<file path="config.mk">
export PLATFORM = sky130hd
export DESIGN_NAME = stop_watch_time_cnt
export DESIGN_NICKNAME = d
export VERILOG_FILES = /design/src/rtl/stop_watch_time_cnt_pkg.sv /design/src/rtl/stop_watch_time_cnt_bcd_digit.sv /design/src/rtl/stop_watch_time_cnt.sv
export SDC_FILE = /design/constraint.sdc
export NUM_CORES = 1
export LEC_CHECK = 0
export CAP_MARGIN = 10
export CORE_ASPECT_RATIO = 0.75
export CORE_UTILIZATION = 35
export DETAILED_ROUTE_END_ITERATION = 8
export HOLD_SLACK_MARGIN = 0.02
export SLEW_MARGIN = 20
export SYNTH_ARGS = -nofsm -noshare
export SYNTH_HDL_FRONTEND = slang
export SYNTH_SLANG_ARGS = --single-unit
</file>
<file path="constraint.sdc">
create_clock -name clk -period 2 [get_ports clk]
set_clock_uncertainty 0.15 [all_clocks]
set_input_delay 0.4 -clock clk [delete_from_list [all_inputs] [get_ports clk]]
set_output_delay 0.4 -clock clk [all_outputs]
set_load 0.01 [all_outputs]
</file>
<file path="src/rtl/stop_watch_time_cnt_pkg.sv">
// Shared definitions for the stopwatch timekeeping core: FSM states, digit moduli, BCD step.
// Latency: none (types, constants and a pure function only).
// Backpressure: none.
package stop_watch_time_cnt_pkg;

  typedef enum logic [1:0] {
    ST_IDLE  = 2'd0,
    ST_RUN   = 2'd1,
    ST_PAUSE = 2'd2,
    ST_LAP   = 2'd3
  } state_t;

  localparam int CS_MOD      = 10;
  localparam int SEC_TEN_MOD = 6;
  localparam int MIN_TEN_MOD = 6;

  // Highest representable time, 59:59.99, as packed BCD digits
  localparam logic [23:0] MAX_COUNT = 24'h595999;

  // Next value of one BCD digit: clear wins, then increment with wrap on carry
  function automatic logic [3:0] bcd_digit_next(input logic [3:0] q,
                                                input logic       inc,
                                                input logic       carry,
                                                input logic       clr);
    logic [3:0] nxt;
    nxt = q;
    if (clr) begin
      nxt = 4'd0;
    end else if (inc) begin
      nxt = carry ? 4'd0 : q + 4'd1;
    end
    return nxt;
  endfunction

endpackage

</file>
<file path="src/rtl/stop_watch_time_cnt_bcd_digit.sv">
// One BCD counter digit of modulus MOD with a combinational carry to the next digit.
// Latency: q updates on the edge after inc/clr; carry is combinational from inc and q.
// Backpressure: none; inc is consumed in the cycle it is asserted.
module stop_watch_bcd_digit
  import stop_watch_time_cnt_pkg::*;
#(
  parameter int MOD = 10
) (
  input  logic       clk,
  input  logic       rst,
  input  logic       clr,
  input  logic       inc,
  output logic [3:0] q,
  output logic       carry
);

  // Roll over to the next digit when incrementing out of the top value
  assign carry = inc & (q == 4'(MOD - 1));

  // Digit register: clear to zero, otherwise step on inc
  always_ff @(posedge clk or negedge rst) begin
    if (!rst) begin
      q <= 4'd0;
    end else begin
      q <= bcd_digit_next(q, inc, carry, clr);
    end
  end

endmodule

</file>
<file path="src/rtl/stop_watch_time_cnt.sv">
// Stopwatch core: edge-detects tick/buttons, runs IDLE/RUN/PAUSE/LAP FSM, keeps BCD mm:ss.cc, lap display.
// Latency: input rise sampled at edge N -> event at N+1 -> state, count and outputs at N+2.
// Backpressure: none; every event is a single-cycle pulse consumed when it fires.
module stop_watch_time_cnt
  import stop_watch_time_cnt_pkg::*;
#(
  parameter bit OVF_HOLD = 1'b0
) (
  input  logic        clk,
  input  logic        rst,
  input  logic        pls_100hz,
  input  logic        btn_ss,
  input  logic        btn_clr,
  output logic [23:0] disp_bcd,
  output logic        run_led,
  output logic        lap_led,
  output logic        ovf
);

  logic [1:0]  pls_sr, ss_sr, clr_sr;
  logic        tick, ss_ev, clr_ev;
  state_t      state, state_nxt;
  logic        latch_en, cnt_clr, cnt_req, cnt_en, at_max;
  logic        frozen, frozen_nxt, run_nxt, lap_nxt_led;
  logic [3:0]  q_cs_one, q_cs_ten, q_sec_one, q_sec_ten, q_min_one, q_min_ten;
  logic        c_cs_one, c_cs_ten, c_sec_one, c_sec_ten, c_min_one, c_min_ten;
  logic [5:0]  inc_v, carry_v;
  logic [23:0] live_q, live_nxt, lap_q, lap_nxt;

  // Two-stage input registers and registered rising-edge events
  always_ff @(posedge clk or negedge rst) begin
    if (!rst) begin
      pls_sr <= 2'b00;
      ss_sr  <= 2'b00;
      clr_sr <= 2'b00;
      tick   <= 1'b0;
      ss_ev  <= 1'b0;
      clr_ev <= 1'b0;
    end else begin
      pls_sr <= {pls_sr[0], pls_100hz};
      ss_sr  <= {ss_sr[0], btn_ss};
      clr_sr <= {clr_sr[0], btn_clr};
      tick   <= pls_sr[0] & ~pls_sr[1];
      ss_ev  <= ss_sr[0] & ~ss_sr[1];
      clr_ev <= clr_sr[0] & ~clr_sr[1];
    end
  end

  // FSM state register
  always_ff @(posedge clk or negedge rst) begin
    if (!rst) begin
      state <= ST_IDLE;
    end else begin
      state <= state_nxt;
    end
  end

  // FSM next state: start/stop takes priority over clear/lap
  always_comb begin
    state_nxt = state;
    case (state)
      ST_IDLE:  if (ss_ev) state_nxt = ST_RUN;
      ST_RUN:   if (ss_ev) state_nxt = ST_PAUSE; else if (clr_ev) state_nxt = ST_LAP;
      ST_PAUSE: if (ss_ev) state_nxt = ST_RUN;   else if (clr_ev) state_nxt = ST_IDLE;
      ST_LAP:   if (ss_ev) state_nxt = ST_PAUSE; else if (clr_ev) state_nxt = ST_RUN;
      default:  state_nxt = ST_IDLE;
    endcase
  end

  // FSM outputs: datapath controls and next values of the registered indicators
  always_comb begin
    frozen_nxt  = 1'b0;
    latch_en    = (state == ST_RUN) && (state_nxt == ST_LAP);
    cnt_clr     = (state == ST_PAUSE) && (state_nxt == ST_IDLE);
    cnt_req     = tick && ((state == ST_RUN) || (state == ST_LAP));
    run_nxt     = (state_nxt == ST_RUN) || (state_nxt == ST_LAP);
    lap_nxt_led = (state_nxt == ST_LAP);
    // A pause that follows a lap keeps showing the lap value until PAUSE is left
    case (state)
      ST_RUN:   frozen_nxt = (state_nxt == ST_LAP);
      ST_LAP:   frozen_nxt = (state_nxt != ST_RUN);
      ST_PAUSE: frozen_nxt = (state_nxt == ST_PAUSE) && frozen;
      default:  frozen_nxt = 1'b0;
    endcase
  end

  // In hold mode the count parks at 59:59.99 and ignores ticks until cleared
  assign live_q = {q_min_ten, q_min_one, q_sec_ten, q_sec_one, q_cs_ten, q_cs_one};
  assign at_max = (live_q == MAX_COUNT);
  assign cnt_en = cnt_req & ~(OVF_HOLD & at_max);

  stop_watch_bcd_digit #(.MOD(CS_MOD)) u_cs_one (
    .clk(clk), .rst(rst), .clr(cnt_clr), .inc(cnt_en), .q(q_cs_one), .carry(c_cs_one));
  stop_watch_bcd_digit #(.MOD(CS_MOD)) u_cs_ten (
    .clk(clk), .rst(rst), .clr(cnt_clr), .inc(c_cs_one), .q(q_cs_ten), .carry(c_cs_ten));
  stop_watch_bcd_digit #(.MOD(CS_MOD)) u_sec_one (
    .clk(clk), .rst(rst), .clr(cnt_clr), .inc(c_cs_ten), .q(q_sec_one), .carry(c_sec_one));
  stop_watch_bcd_digit #(.MOD(SEC_TEN_MOD)) u_sec_ten (
    .clk(clk), .rst(rst), .clr(cnt_clr), .inc(c_sec_one), .q(q_sec_ten), .carry(c_sec_ten));
  stop_watch_bcd_digit #(.MOD(CS_MOD)) u_min_one (
    .clk(clk), .rst(rst), .clr(cnt_clr), .inc(c_sec_ten), .q(q_min_one), .carry(c_min_one));
  stop_watch_bcd_digit #(.MOD(MIN_TEN_MOD)) u_min_ten (
    .clk(clk), .rst(rst), .clr(cnt_clr), .inc(c_min_one), .q(q_min_ten), .carry(c_min_ten));

  assign inc_v   = {c_min_one, c_sec_ten, c_sec_one, c_cs_ten, c_cs_one, cnt_en};
  assign carry_v = {c_min_ten, c_min_one, c_sec_ten, c_sec_one, c_cs_ten, c_cs_one};

  // Next live count, so the display register changes on the same edge as the digits
  always_comb begin
    live_nxt = '0;
    for (int i = 0; i < 6; i++) begin
      live_nxt[i*4 +: 4] = bcd_digit_next(live_q[i*4 +: 4], inc_v[i], carry_v[i], cnt_clr);
    end
    lap_nxt = latch_en ? live_nxt : lap_q;
  end

  // Lap latch, display source, indicators and sticky overflow
  always_ff @(posedge clk or negedge rst) begin
    if (!rst) begin
      lap_q    <= 24'h000000;
      frozen   <= 1'b0;
      disp_bcd <= 24'h000000;
      run_led  <= 1'b0;
      lap_led  <= 1'b0;
      ovf      <= 1'b0;
    end else begin
      lap_q    <= lap_nxt;
      frozen   <= frozen_nxt;
      disp_bcd <= frozen_nxt ? lap_nxt : live_nxt;
      run_led  <= run_nxt;
      lap_led  <= lap_nxt_led;
      if (cnt_clr) begin
        ovf <= 1'b0;
      end else if (cnt_req && at_max) begin
        ovf <= 1'b1;
      end
    end
  end

endmodule

</file>
==> flow_summary.rst, run 1 <==
.. list-table::
   :header-rows: 1

   * - Metric
     - Value
   * - Outcome
     - finished clean
   * - Clk sink count
     - 87
   * - Type of the worst min-delay path
     - flip-flop to flip-flop
   * - CTS H-tree lvls
     - 3
   * - Worst-path clk slew
     - 60 ps
   * - Area enclosed by the die boundary
     - approximately 11000 sq um
   * - Count of final max-slew check failures
     - 0
   * - Setup-failing EPs final
     - 0
   * - Clk pwr share
     - 36.3%
   * - Source of the worst register-to-register timing path
     - u_sec_ten.q[1]
   * - Required time worst endpoint
     - 2120 ps
   * - Sequential group share of total power
     - a little over two fifths
   * - R2R Setup Slk
     - approximately 58 ps
   * - Starting utilization of the core area
     - between 30% and 40%
   * - GRT Resource Usage Total
     - ~15%
   * - Site row count
     - 32
   * - Share of power burned in combinational logic
     - 21.9%
   * - Count of distinct cell types in the synthesized netlist
     - 48
   * - Hold Crit Start
     - ss_sr[0]
   * - Via count of the first global-routing pass
     - between 2000 and 3000
   * - Final Cycle Share
     - between 90% and 100%
   * - Starting DRC count in detailed routing
     - between 100 and 150
   * - Critical Path Source Type
     - flip-flop
   * - P_sw
     - approximately 0.0014 W
   * - Sequential element share of the synthesized area
     - 57.7%
   * - Width of the die
     - between 100 and 150 um
   * - Number of iterations in the first detailed-routing pass
     - 4
   * - Root buf cell
     - sky130_fd_sc_hd__clkbuf_16
   * - Antenna violations before repair
     - 0
   * - Min Clock Period, post-route
     - between 1500 and 2000 ps
   * - Via density per instance
     - 4.88
   * - Number of placed instances, taps included
     - about 540
   * - Power per cell area
     - roughly 1000 nW/um^2
   * - Global-route met1 utilization
     - 21.9%
   * - Commonest non-fill, non-tap cell in the layout
     - sky130_fd_sc_hd__dfrtp_1
   * - End of the worst register-to-register path
     - disp_bcd[22]
   * - Met2 Use GR
     - between 20% and 30%
   * - Most frequent cells in the layout
     - 87 x sky130_fd_sc_hd__dfrtp_1, 56 x sky130_fd_sc_hd__nand2_1, 36 x sky130_fd_sc_hd__buf_4
   * - Placed Area
     - 4470 sq um
   * - Detailed placement HPWL
     - a little over 5 mm
   * - Crit-path max FO
     - 3
   * - First-pass GRT wire length
     - between 10 and 15 mm
   * - Total of max-cap violations
     - 0
   * - RSZ-0062 raised after global routing
     - true
   * - Worst hold path endpoint
     - ss_sr[1]
   * - Overflow left after global routing
     - 0
   * - Total power draw
     - 0.00493 W
   * - Antenna fix cells
     - 0
   * - Final nets
     - 434
   * - Clock latency on the worst-skew pair
     - 340 ps
   * - Post-synth top flop
     - sky130_fd_sc_hd__dfrtp_1
   * - Data arrival, critical path
     - approximately 2100 ps
   * - Total of fill cells in the finished design
     - around 900
   * - Switch share
     - a little over a quarter
   * - Post-route worst hold slack
     - 219 ps
   * - Number of warning messages in the yosys log
     - 0
   * - Worst ir drop on vdd
     - approximately 0.59 mV
   * - Largest net degree at the start of global routing
     - between 80 and 90
   * - # port buffers
     - 31
   * - Cell count after synthesis
     - between 300 and 400
   * - Cell type with the largest total area after synthesis
     - sky130_fd_sc_hd__dfrtp_1
   * - Kind of capture point of the worst setup path
     - flip-flop
   * - Post-Syn Nets
     - roughly 370
   * - Total Routed Length
     - between 7 and 8 mm
   * - Main area contributors after synthesis
     - sky130_fd_sc_hd__dfrtp_1 58%, sky130_fd_sc_hd__nand2_1 5.7%, sky130_fd_sc_hd__o21ai_0 4.5%, sky130_fd_sc_hd__ha_1 4.0%, sky130_fd_sc_hd__nor2_1 3.1%
   * - Count of pins on the block boundary
     - 32
   * - Worst Max-Slew Pin Slew
     - around 460 ps
   * - Gp weighted congestion
     - about 0.81
   * - Final Instance Area
     - roughly 5000 sq um
   * - Non-Filler Instances
     - 558
   * - Asr flop ratio synth
     - between 90% and 100%
   * - Final routed DRC violation total
     - 0
   * - Number of buffers between clock root and the deepest sink
     - 2
   * - WL/cell
     - about 14 um
   * - Global-route track usage on met3
     - under 10%
   * - Core area
     - approximately 10000 sq um
   * - Critical path class
     - flip-flop to flip-flop
   * - Syn avg cell area
     - about 11 sq um
   * - Fraction of layout instances using a drive strength above 1
     - approximately 25%
   * - Global routing's busiest layer
     - met1
   * - Yosys top cell area share
     - approximately 58%
   * - Pint
     - around 0.0036 W
   * - TritonCTS clock tree
     - built
   * - Cell Area, Synth
     - ~3800 sq um
   * - Post-DRT Antenna Nets
     - 0
   * - Vias
     - 2722
   * - Relative area change from synthesis to final layout
     - 32.8%
   * - Number of buffers created by CTS
     - 9
   * - Logic depth of the worst register-to-register path
     - 7
   * - Die span in y
     - 91.9 um
   * - Reported leakage power
     - 2.37 nW
   * - Cell depth of the worst hold path
     - 0
   * - #FFs+latches synth
     - 87
   * - Achievable frequency
     - 0.515 GHz
   * - Number of hold-slack violations in the final timing report
     - 0
   * - Number of synthesized flops with an enable pin
     - 0
   * - Worst slew margin relative to its limit
     - 69.6%
-- synth_stat cells (3+ instances only) --
cell,number
sky130_fd_sc_hd__nor3b_1,3
sky130_fd_sc_hd__ha_1,12
sky130_fd_sc_hd__o31ai_1,9
sky130_fd_sc_hd__buf_2,7
sky130_fd_sc_hd__o21ai_0,34
sky130_fd_sc_hd__a21oi_1,10
sky130_fd_sc_hd__nor2_1,31
sky130_fd_sc_hd__nor3_1,5
sky130_fd_sc_hd__mux2i_1,7
sky130_fd_sc_hd__o21ai_1,5
sky130_fd_sc_hd__inv_1,11
sky130_fd_sc_hd__mux2_2,4
sky130_fd_sc_hd__dfrtp_1,87
sky130_fd_sc_hd__xor2_1,4
sky130_fd_sc_hd__and3b_1,6
sky130_fd_sc_hd__buf_4,3
sky130_fd_sc_hd__nand2_1,57
sky130_fd_sc_hd__clkbuf_1,5
sky130_fd_sc_hd__nand3_1,6
sky130_fd_sc_hd__and2_1,3
sky130_fd_sc_hd__nor2b_1,6
-- timing repair --
action	4_1_cts	5_1_grt
gates resized for setup	1	44
gates cloned	0	0
pin swaps	1	7
setup endpoints to repair	12	43
hold endpoints to repair	87	0
hold buffers	1	0
setup buffers	1	4
-- critical path: stages, from the launching register on --
cell	delay (ps)
sky130_fd_sc_hd__dfrtp_1	380
sky130_fd_sc_hd__inv_1	70
sky130_fd_sc_hd__ha_2	170
sky130_fd_sc_hd__and4bb_2	280
sky130_fd_sc_hd__and4_4	270
sky130_fd_sc_hd__nand2_4	60
sky130_fd_sc_hd__o31a_1	350
sky130_fd_sc_hd__a21oi_1	150
-- power groups by stage --
stage / clock, W / combinational, W / sequential, W
6_report: 0.00179 / 0.00108 / 0.00206
5_1_grt: 0.00189 / 0.00121 / 0.00209
4_1_cts: 0.00184 / 0.00106 / 0.00206
3_5_place_dp: 0 / 0.00105 / 0.00209
3_3_place_gp: 0 / 0.00104 / 0.00209
2_1_floorplan: 0 / 0.000485 / 0.00211
-- area by class of cell --
class	count	area, sq um	area share, %
flip-flops and latches	87	2180	43.4
multi-input cells	236	1640	32.7
repair buffers	72	663	13.2
clock buffers	10	239	4.77
well taps	136	170	3.40
clock inverters	6	83.8	1.67
inverters	11	41.3	0.824
-- layer usage --
metal	part of all wire (%)	wire [um]
met5	0	0
met4	2.0	160
met3	3.2	247
met2	43	3380
met1	52	4040
-- how the worst max path moves through the flow --
stage / startpoint / endpoint / slack (ps) / cells after the start
global route: u_sec_ten.q[1] / disp_bcd[17] / -50 / 7
finish: u_sec_ten.q[1] / disp_bcd[22] / 60 / 7
CTS: u_sec_one.q[1] / disp_bcd[23] / -9 / 7
detailed placement: u_cs_ten.q[1] / lap_q[15] / -70 / 8
floorplan: u_cs_ten.q[1] / disp_bcd[15] / 130 / 8
global placement: u_cs_ten.q[1] / disp_bcd[11] / 20 / 8
-- sequential cells by signal, indices dropped and copies added, names as in the netlist, 2 cells and up --
name / cells
pls_sr: 2
u_sec_one.q: 4
u_cs_one.q: 4
u_min_one.q: 4
u_sec_ten.q: 4
state: 2
lap_q: 24
ss_sr: 2
disp_bcd: 24
u_cs_ten.q: 4
u_min_ten.q: 4
clr_sr: 2
-- cell families (layout without fill, tap and decap cells) --
| family | after synthesis | after routing | share of synthesized area (%) |
|---|---|---|---|
| and+or+nand+nor | 137 | 137 | 18.9 |
| DFF | 87 | 87 | 57.7 |
| AOI/OAI and AO/OA | 72 | 72 | 12.0 |
| buffers and inverters | 27 | 99 | 3.42 |
| adders and majority gates | 12 | 12 | 3.98 |
| muxes | 11 | 11 | 3.05 |
| xor gates and xnor gates | 4 | 4 | 0.928 |
-- metrics by stage --
step | setup WS (ps) | setup TNS (ps) | util (%)
floorplan | 128 | 0 | -
global placement | 19.5 | 0 | 43.1
detailed placement | -73.0 | -185 | 43.1
CTS | -9.09 | -16.0 | 46.4
global route | -53.8 | -95.1 | 48.3
finish | 57.9 | 0 | 48.3
Power figures use the tool's default switching activity.
==> run 2: changes to the inputs <==
--- a/config.mk
+++ b/config.mk
@@ -10,7 +10,6 @@
 export CORE_UTILIZATION = 35
 export DETAILED_ROUTE_END_ITERATION = 8
 export HOLD_SLACK_MARGIN = 0.02
-export SLEW_MARGIN = 20
 export SYNTH_ARGS = -nofsm -noshare
 export SYNTH_HDL_FRONTEND = slang
 export SYNTH_SLANG_ARGS = --single-unit
==> constraint.sdc (replaced) <==
create_clock -name clk -period 2.1 [get_ports clk]
set_clock_uncertainty 0.15 [all_clocks]
set_input_delay 0.42 -clock clk [delete_from_list [all_inputs] [get_ports clk]]
set_output_delay 0.42 -clock clk [all_outputs]
set_load 0.01 [all_outputs]
==> run 2 against run 1 <==
Cell count decreased by 2.0%. Setup slack improved by 1.8 ps. Via count shrank 1.9%. Fmax fell by 4.8%. Global-route usage rose by 0.28 points. Non-clock buffer count fell by 10. Sequential share of layout area up 2.3 points. Die area unchanged. Combinational power is 12% lower. Routed wire length is 1.1% lower. Clock power down 18%. Core utilization fell by 2.4 points. Critical endpoint is now disp_bcd[19].
==> flow_summary.rst, run 2 (synthesis results as in run 1) <==
.. list-table::
   :header-rows: 1

   * - Metric
     - Value
   * - # port buffers
     - 31 (unchanged)
   * - Largest net degree at the start of global routing
     - 42 (was 88)
   * - Via count of the first global-routing pass
     - 2577 (was 2614)
   * - Worst Max-Slew Pin Slew
     - 492 ps (was 457 ps)
   * - Critical path class
     - flip-flop to flip-flop (unchanged)
   * - Number of buffers between clock root and the deepest sink
     - 2 (unchanged)
   * - Antenna fix cells
     - 0 (unchanged)
   * - WL/cell
     - 14.2 um (was 14.0 um)
   * - Detailed placement HPWL
     - 5.23 mm (was 5.08 mm)
   * - Reported leakage power
     - 2.24 nW (was 2.37 nW)
   * - Achievable frequency
     - 0.490 GHz (was 0.515 GHz)
   * - Min Clock Period, post-route
     - 2040 ps (was 1940 ps)
   * - Final Instance Area
     - 4760 sq um (was 5010 sq um)
   * - First-pass GRT wire length
     - 13.0 mm (was 13.1 mm)
   * - Width of the die
     - 122 um (unchanged)
   * - Number of iterations in the first detailed-routing pass
     - 4 (unchanged)
   * - Worst-path clk slew
     - 60 ps (about the same)
   * - Total Routed Length
     - 7.74 mm (was 7.83 mm)
   * - Area enclosed by the die boundary
     - 11200 sq um (unchanged)
   * - Core area
     - 10400 sq um (unchanged)
   * - Die span in y
     - 91.9 um (unchanged)
   * - Placed Area
     - 4410 sq um (was 4470 sq um)
   * - Final total negative setup slack
     - 0 ps (unchanged)
   * - Critical Path Source Type
     - flip-flop (unchanged)
   * - Final Cycle Share
     - 97.2% (was 97.1%)
   * - Kind of capture point of the worst setup path
     - flip-flop (unchanged)
   * - Worst ir drop on vdd
     - 0.395 mV (was 0.587 mV)
   * - Commonest non-fill, non-tap cell in the layout
     - sky130_fd_sc_hd__dfrtp_1 (unchanged)
   * - GRT Resource Usage Total
     - 15.7% (was 15.5%)
   * - Number of hold-slack violations in the final timing report
     - 0 (unchanged)
   * - Final nets
     - 424 (was 434)
   * - Vias
     - 2669 (was 2722)
   * - Outcome
     - finished clean (unchanged)
   * - Source of the worst register-to-register timing path
     - u_sec_ten.q[0] (was u_sec_ten.q[1])
   * - TritonCTS clock tree
     - built (unchanged)
   * - Site row count
     - 32 (unchanged)
   * - Setup slack after layout
     - 59.7 ps (was 57.9 ps)
   * - Required time worst endpoint
     - 2200 ps (was 2120 ps)
   * - CTS H-tree lvls
     - 3 (unchanged)
   * - Fraction of layout instances using a drive strength above 1
     - 19.5% (was 25.4%)
   * - Type of the worst min-delay path
     - flip-flop to flip-flop (unchanged)
   * - Post-DRT Antenna Nets
     - 0 (unchanged)
   * - Count of pins on the block boundary
     - 32 (unchanged)
   * - Starting DRC count in detailed routing
     - 149 (was 113)
   * - Relative area change from synthesis to final layout
     - 26.1% (was 32.8%)
   * - R2R Setup Slk
     - 60 ps (about the same)
   * - Overflow left after global routing
     - 0 (unchanged)
   * - Worst slack, placed
     - 2.64 ps (was -73.0 ps)
   * - Crit-path max FO
     - 7 (was 3)
   * - Clock latency on the worst-skew pair
     - 340 ps (about the same)
   * - Via density per instance
     - 4.88 (about the same)
   * - Setup-failing EPs final
     - 0 (unchanged)
   * - Worst slew margin relative to its limit
     - 67.2% (was 69.6%)
   * - Final routed DRC violation total
     - 0 (unchanged)
   * - Gp weighted congestion
     - 0.781 (was 0.812)
   * - Number of buffers created by CTS
     - 9 (unchanged)
   * - Hold Crit Start
     - clr_sr[0] (was ss_sr[0])
   * - Antenna violations before repair
     - 0 (unchanged)
   * - Beginning of the critical path
     - u_sec_ten.q[0] (was u_sec_ten.q[1])
   * - Count of final max-slew check failures
     - 0 (unchanged)
   * - Most frequent cells in the layout
     - 87 x sky130_fd_sc_hd__dfrtp_1, 57 x sky130_fd_sc_hd__nand2_1, 31 x sky130_fd_sc_hd__o21ai_0 (was 87 x sky130_fd_sc_hd__dfrtp_1, 56 x sky130_fd_sc_hd__nand2_1, 36 x sky130_fd_sc_hd__buf_4)
   * - Power per cell area
     - 926 nW/um^2 (was 984 nW/um^2)
   * - Starting utilization of the core area
     - 36.4% (unchanged)
   * - Data arrival, critical path
     - 2140 ps (was 2060 ps)
   * - Root buf cell
     - sky130_fd_sc_hd__clkbuf_16 (unchanged)
   * - Total of max-cap violations
     - 0 (unchanged)
   * - Clk sink count
     - 87 (unchanged)
   * - Regs by FF count
     - disp_bcd (24), lap_q (24) (unchanged)
   * - RSZ-0062 raised after global routing
     - true (unchanged)
## run 2: cell count changes in the layout (fill, tap and decap cells not counted), moves of 2 or more
cell	previous run	this run
sky130_fd_sc_hd__bufinv_16	2	0
sky130_fd_sc_hd__a21oi_1	5	9
sky130_fd_sc_hd__ha_1	8	11
sky130_fd_sc_hd__inv_2	2	0
sky130_fd_sc_hd__inv_1	9	11
sky130_fd_sc_hd__a21oi_2	5	1
sky130_fd_sc_hd__ha_4	3	0
sky130_fd_sc_hd__buf_4	36	29
sky130_fd_sc_hd__buf_6	2	0
## run 2: final cells by class
class | instances | area (sq um)
Sequential cell | 87 | 2180
Timing Repair Buffer | 62 | 568
Multi-Input combinational cell | 236 | 1530
Tap cell | 136 | 170
Fill cell | 957 | 5610
Inverter | 11 | 41.3
Clock inverter | 5 | 35.0
Clock buffer | 10 | 239
## run 2: report_power, final
group	leakage [nW]	switching (W)	internal, W
registers	1.18	0.000119	0.00186
clock network	0.134	0.000644	0.000826
logic	0.930	0.000518	0.000438
## run 2: path summary, 6_finish.rpt
kind / cells after the start / to
min in group asynchronous: 2 / pls_sr[1]
hold / removal: 0 / clr_sr[1]
hold reg to reg: 0 / clr_sr[1]
setup / recovery: 6 / disp_bcd[19]
setup reg to reg: 6 / disp_bcd[19]
max in group asynchronous: 3 / lap_q[14]
## run 2: per-layer routing
metal,global-route usage [%],wire length [um],up-vias,share of wire (%)
li1,-,-,1307,-
met1,21.9,3940,1306,51
met2,22.0,3400,49,44
met3,5.85,316,7,4.1
met4,6.17,87,0,1.1
met5,0,0,-,0
## run 2: critical path: stages, from the launching register on
cell                       delay (ps)
sky130_fd_sc_hd__dfrtp_1          440
sky130_fd_sc_hd__ha_1             220
sky130_fd_sc_hd__and4bb_2         260
sky130_fd_sc_hd__nand4_2          130
sky130_fd_sc_hd__buf_4            190
sky130_fd_sc_hd__o31a_1           310
sky130_fd_sc_hd__a21oi_1          230
## run 2: stage by stage
| stage | std cells | hold slack (ps) | utilization, % | total power, W |
|---|---|---|---|---|
| detailed placement | 529 | 210 | 42.5 | 0.00296 |
| global placement | 529 | 202 | 42.5 | 0.00294 |
| finish | 547 | 220 | 45.9 | 0.00440 |
| floorplan | 350 | -25.6 | - | 0.00248 |
| CTS | 546 | 223 | 45.3 | 0.00445 |
| global route | 547 | 232 | 45.9 | 0.00464 |
## run 2: timing repair
action                                 in CTS  in global routing
endpoints found under the hold margin      35                  0
gates resized for setup                     0                 18
buffers inserted                            1                  1
setup endpoints to repair                   1                 20
hold buffers                                1                  0
==> run 3: changes to the inputs <==
--- a/config.mk
+++ b/config.mk
@@ -10,6 +10,7 @@
 export CORE_UTILIZATION = 35
 export DETAILED_ROUTE_END_ITERATION = 8
 export HOLD_SLACK_MARGIN = 0.02
+export RECOVER_POWER = 25
 export SYNTH_ARGS = -nofsm -noshare
 export SYNTH_HDL_FRONTEND = slang
 export SYNTH_SLANG_ARGS = --single-unit
==> run 3 against run 2 <==
Sequential power is essentially flat. First-iteration DRC count unchanged. Combinational power barely moved. Via count unchanged. Setup slack unchanged. Worst hold slack stayed put. Largest power group unchanged. Highest routed layer unchanged. Global-route usage unchanged. Critical endpoint unchanged.
==> flow_summary.rst, run 3 (synthesis results as in run 1) <==
.. list-table::
   :header-rows: 1

   * - Metric
     - Value
   * - Via count of the first global-routing pass
     - 2577 (unchanged)
   * - Antenna fix cells
     - 0 (unchanged)
   * - Via density per instance
     - 4.88 (unchanged)
   * - Kind of capture point of the worst setup path
     - flip-flop (unchanged)
   * - Type of the worst min-delay path
     - flip-flop to flip-flop (unchanged)
   * - Crit-path max FO
     - 7 (unchanged)
   * - First-pass GRT wire length
     - 13.0 mm (unchanged)
   * - Stage delay of the slowest cell on the critical path
     - 440 ps (about the same)
   * - Regs by FF count
     - disp_bcd (24), lap_q (24) (unchanged)
   * - Worst-path clk slew
     - 60 ps (about the same)
   * - Final routed DRC violation total
     - 0 (unchanged)
   * - RSZ-0062 raised after global routing
     - true (unchanged)
   * - WL/cell
     - 14.1 um (was 14.2 um)
   * - # port buffers
     - 31 (unchanged)
   * - Data arrival, critical path
     - 2140 ps (about the same)
   * - Total of fill cells in the finished design
     - 958 (was 957)
   * - Clock latency on the worst-skew pair
     - 340 ps (about the same)
   * - DRT met1 WL
     - 3.94 mm (about the same)
   * - Chain of cells forming the critical path
     - ha_1, and4bb_2, nand4_2, buf_4, o31a_1, a21oi_1 (unchanged)
   * - Power per cell area
     - 926 nW/um^2 (about the same)
   * - Fraction of layout instances using a drive strength above 1
     - 19.5% (unchanged)
   * - Width of the die
     - 122 um (unchanged)
   * - Final nets
     - 424 (unchanged)
   * - Count of final max-slew check failures
     - 0 (unchanged)
   * - Count of pins on the block boundary
     - 32 (unchanged)
   * - Critical path class
     - flip-flop to flip-flop (unchanged)
   * - Number of buffers created by CTS
     - 9 (unchanged)
   * - Detailed placement HPWL
     - 5.23 mm (unchanged)
   * - Gp weighted congestion
     - 0.781 (unchanged)
   * - CTS H-tree lvls
     - 3 (unchanged)
   * - Worst Max-Slew Pin Slew
     - 966 ps (was 492 ps)
   * - GRT Resource Usage Total
     - 15.7% (unchanged)
   * - Post-route worst hold slack
     - 220 ps (unchanged)
   * - Met3 wire length
     - 316 um (unchanged)
   * - Setup-failing EPs final
     - 0 (unchanged)
   * - Total Routed Length
     - 7.74 mm (about the same)
   * - Reported leakage power
     - 2.24 nW (about the same)
   * - Site row count
     - 32 (unchanged)
   * - Post-DRT Antenna Nets
     - 0 (unchanged)
   * - Starting DRC count in detailed routing
     - 149 (unchanged)
   * - Met2 Wirelength
     - 3.40 mm (about the same)
   * - Clk sink count
     - 87 (unchanged)
   * - Worst ir drop on vdd
     - 0.395 mV (about the same)
   * - Min Clock Period, post-route
     - 2040 ps (unchanged)
   * - TritonCTS clock tree
     - built (unchanged)
   * - Overflow left after global routing
     - 0 (unchanged)
   * - CP top delay family
     - compound AO/OA/AOI/OAI gates (unchanged)
   * - Critical Path Source Type
     - flip-flop (unchanged)
   * - Outcome
     - finished clean (unchanged)
   * - Antenna violations before repair
     - 0 (unchanged)
   * - Most frequent cells in the layout
     - 87 x sky130_fd_sc_hd__dfrtp_1, 57 x sky130_fd_sc_hd__nand2_1, 31 x sky130_fd_sc_hd__o21ai_0 (unchanged)
   * - Achievable frequency
     - 0.490 GHz (unchanged)
   * - Worst Path Buf+Inv
     - 1 (unchanged)
   * - Number of hold-slack violations in the final timing report
     - 0 (unchanged)
   * - Starting utilization of the core area
     - 36.4% (unchanged)
   * - CP max stage cell
     - sky130_fd_sc_hd__dfrtp_1 (unchanged)
   * - Sequential standard cell area
     - 2180 sq um (unchanged)
   * - Vias
     - 2669 (unchanged)
   * - Largest net degree at the start of global routing
     - 42 (unchanged)
   * - Multi-input gate area in the final layout
     - 1530 sq um (unchanged)
   * - Core area
     - 10400 sq um (unchanged)
   * - Number of buffers between clock root and the deepest sink
     - 2 (unchanged)
   * - Worst slew margin relative to its limit
     - 35.6% (was 67.2%)
   * - Die span in y
     - 91.9 um (unchanged)
   * - Number of iterations in the first detailed-routing pass
     - 4 (unchanged)
   * - Required time worst endpoint
     - 2200 ps (about the same)
   * - Uppermost layer routed
     - met4 (unchanged)
   * - Placed Area
     - 4410 sq um (unchanged)
   * - Area enclosed by the die boundary
     - 11200 sq um (unchanged)
   * - Relative area change from synthesis to final layout
     - 26.0% (was 26.1%)
   * - Share of the core filled with cells in the final layout
     - 45.9% (about the same)
   * - Root buf cell
     - sky130_fd_sc_hd__clkbuf_16 (unchanged)
   * - Final Instance Area
     - 4760 sq um (about the same)
   * - Total of max-cap violations
     - 0 (unchanged)
   * - Final Cycle Share
     - 97.2% (unchanged)
   * - Commonest non-fill, non-tap cell in the layout
     - sky130_fd_sc_hd__dfrtp_1 (unchanged)
run 3: cell types whose count changed in the layout (fill, tap and decap cells not counted), sizes merged:
cell / change
clkdlybuf4s50: -3
dlygate4sd3: +3
buf: -1
clkbuf: +1
run 3: metal layers:
layer / global-route usage, % / vias to the layer above
li1: - / 1307
met1: 21.9 / 1306
met2: 22.0 / 49
met3: 5.85 / 7
met4: 6.17 / 0
met5: 0 / -
run 3: worst reg2reg max path, cell delays in order, from the launching register on:
cell	delay (ps)
sky130_fd_sc_hd__dfrtp_1	440
sky130_fd_sc_hd__ha_1	220
sky130_fd_sc_hd__and4bb_2	260
sky130_fd_sc_hd__nand4_2	140
sky130_fd_sc_hd__buf_4	190
sky130_fd_sc_hd__o31a_1	310
sky130_fd_sc_hd__a21oi_1	230
run 3: final cells by class:
type / instances / share of cell area (%)
Sequential cell: 87 / 45.8
Multi-Input combinational cell: 236 / 32.1
Timing Repair Buffer: 62 / 11.9
Clock buffer: 10 / 5.02
Tap cell: 136 / 3.58
Inverter: 11 / 0.868
Clock inverter: 5 / 0.737
run 3: timing repair:
action | 4_1_cts | 5_1_grt
endpoints found under the hold margin | 35 | 0
resized for setup | 0 | 18
setup buffers | 1 | 1
setup endpoints to repair | 1 | 20
hold buffers | 1 | 0
run 3: power breakdown:
| part | total, W | internal [W] | switching (W) | leakage, nW |
|---|---|---|---|---|
| Clock | 0.00147 | 0.000826 | 0.000644 | 0.134 |
| Sequential | 0.00198 | 0.00186 | 0.000119 | 1.18 |
| Combinational | 0.000954 | 0.000436 | 0.000518 | 0.930 |
run 3: final timing paths:
| check | startpoint | endpoint | slack, ps | depth (start not counted) |
|---|---|---|---|---|
| min in group asynchronous | rst | pls_sr[1] | 620 | 2 |
| hold / removal | clr_sr[0] | clr_sr[1] | 220 | 0 |
| max in group asynchronous | rst | lap_q[14] | 470 | 3 |
| setup reg to reg | u_sec_ten.q[0] | disp_bcd[19] | 60 | 6 |
| hold reg to reg | clr_sr[0] | clr_sr[1] | 220 | 0 |
| setup / recovery | u_sec_ten.q[0] | disp_bcd[19] | 60 | 6 |
run 3: metrics by stage:
stage | TNS [ps] | power, W | std cells | setup slack, ps
5_1_grt | -121 | 0.00464 | 547 | -44.9
4_1_cts | 0 | 0.00445 | 546 | 42.2
3_5_place_dp | 0 | 0.00296 | 529 | 2.64
2_1_floorplan | 0 | 0.00248 | 350 | 228
3_3_place_gp | 0 | 0.00294 | 529 | 104
6_report | 0 | 0.00440 | 547 | 59.7
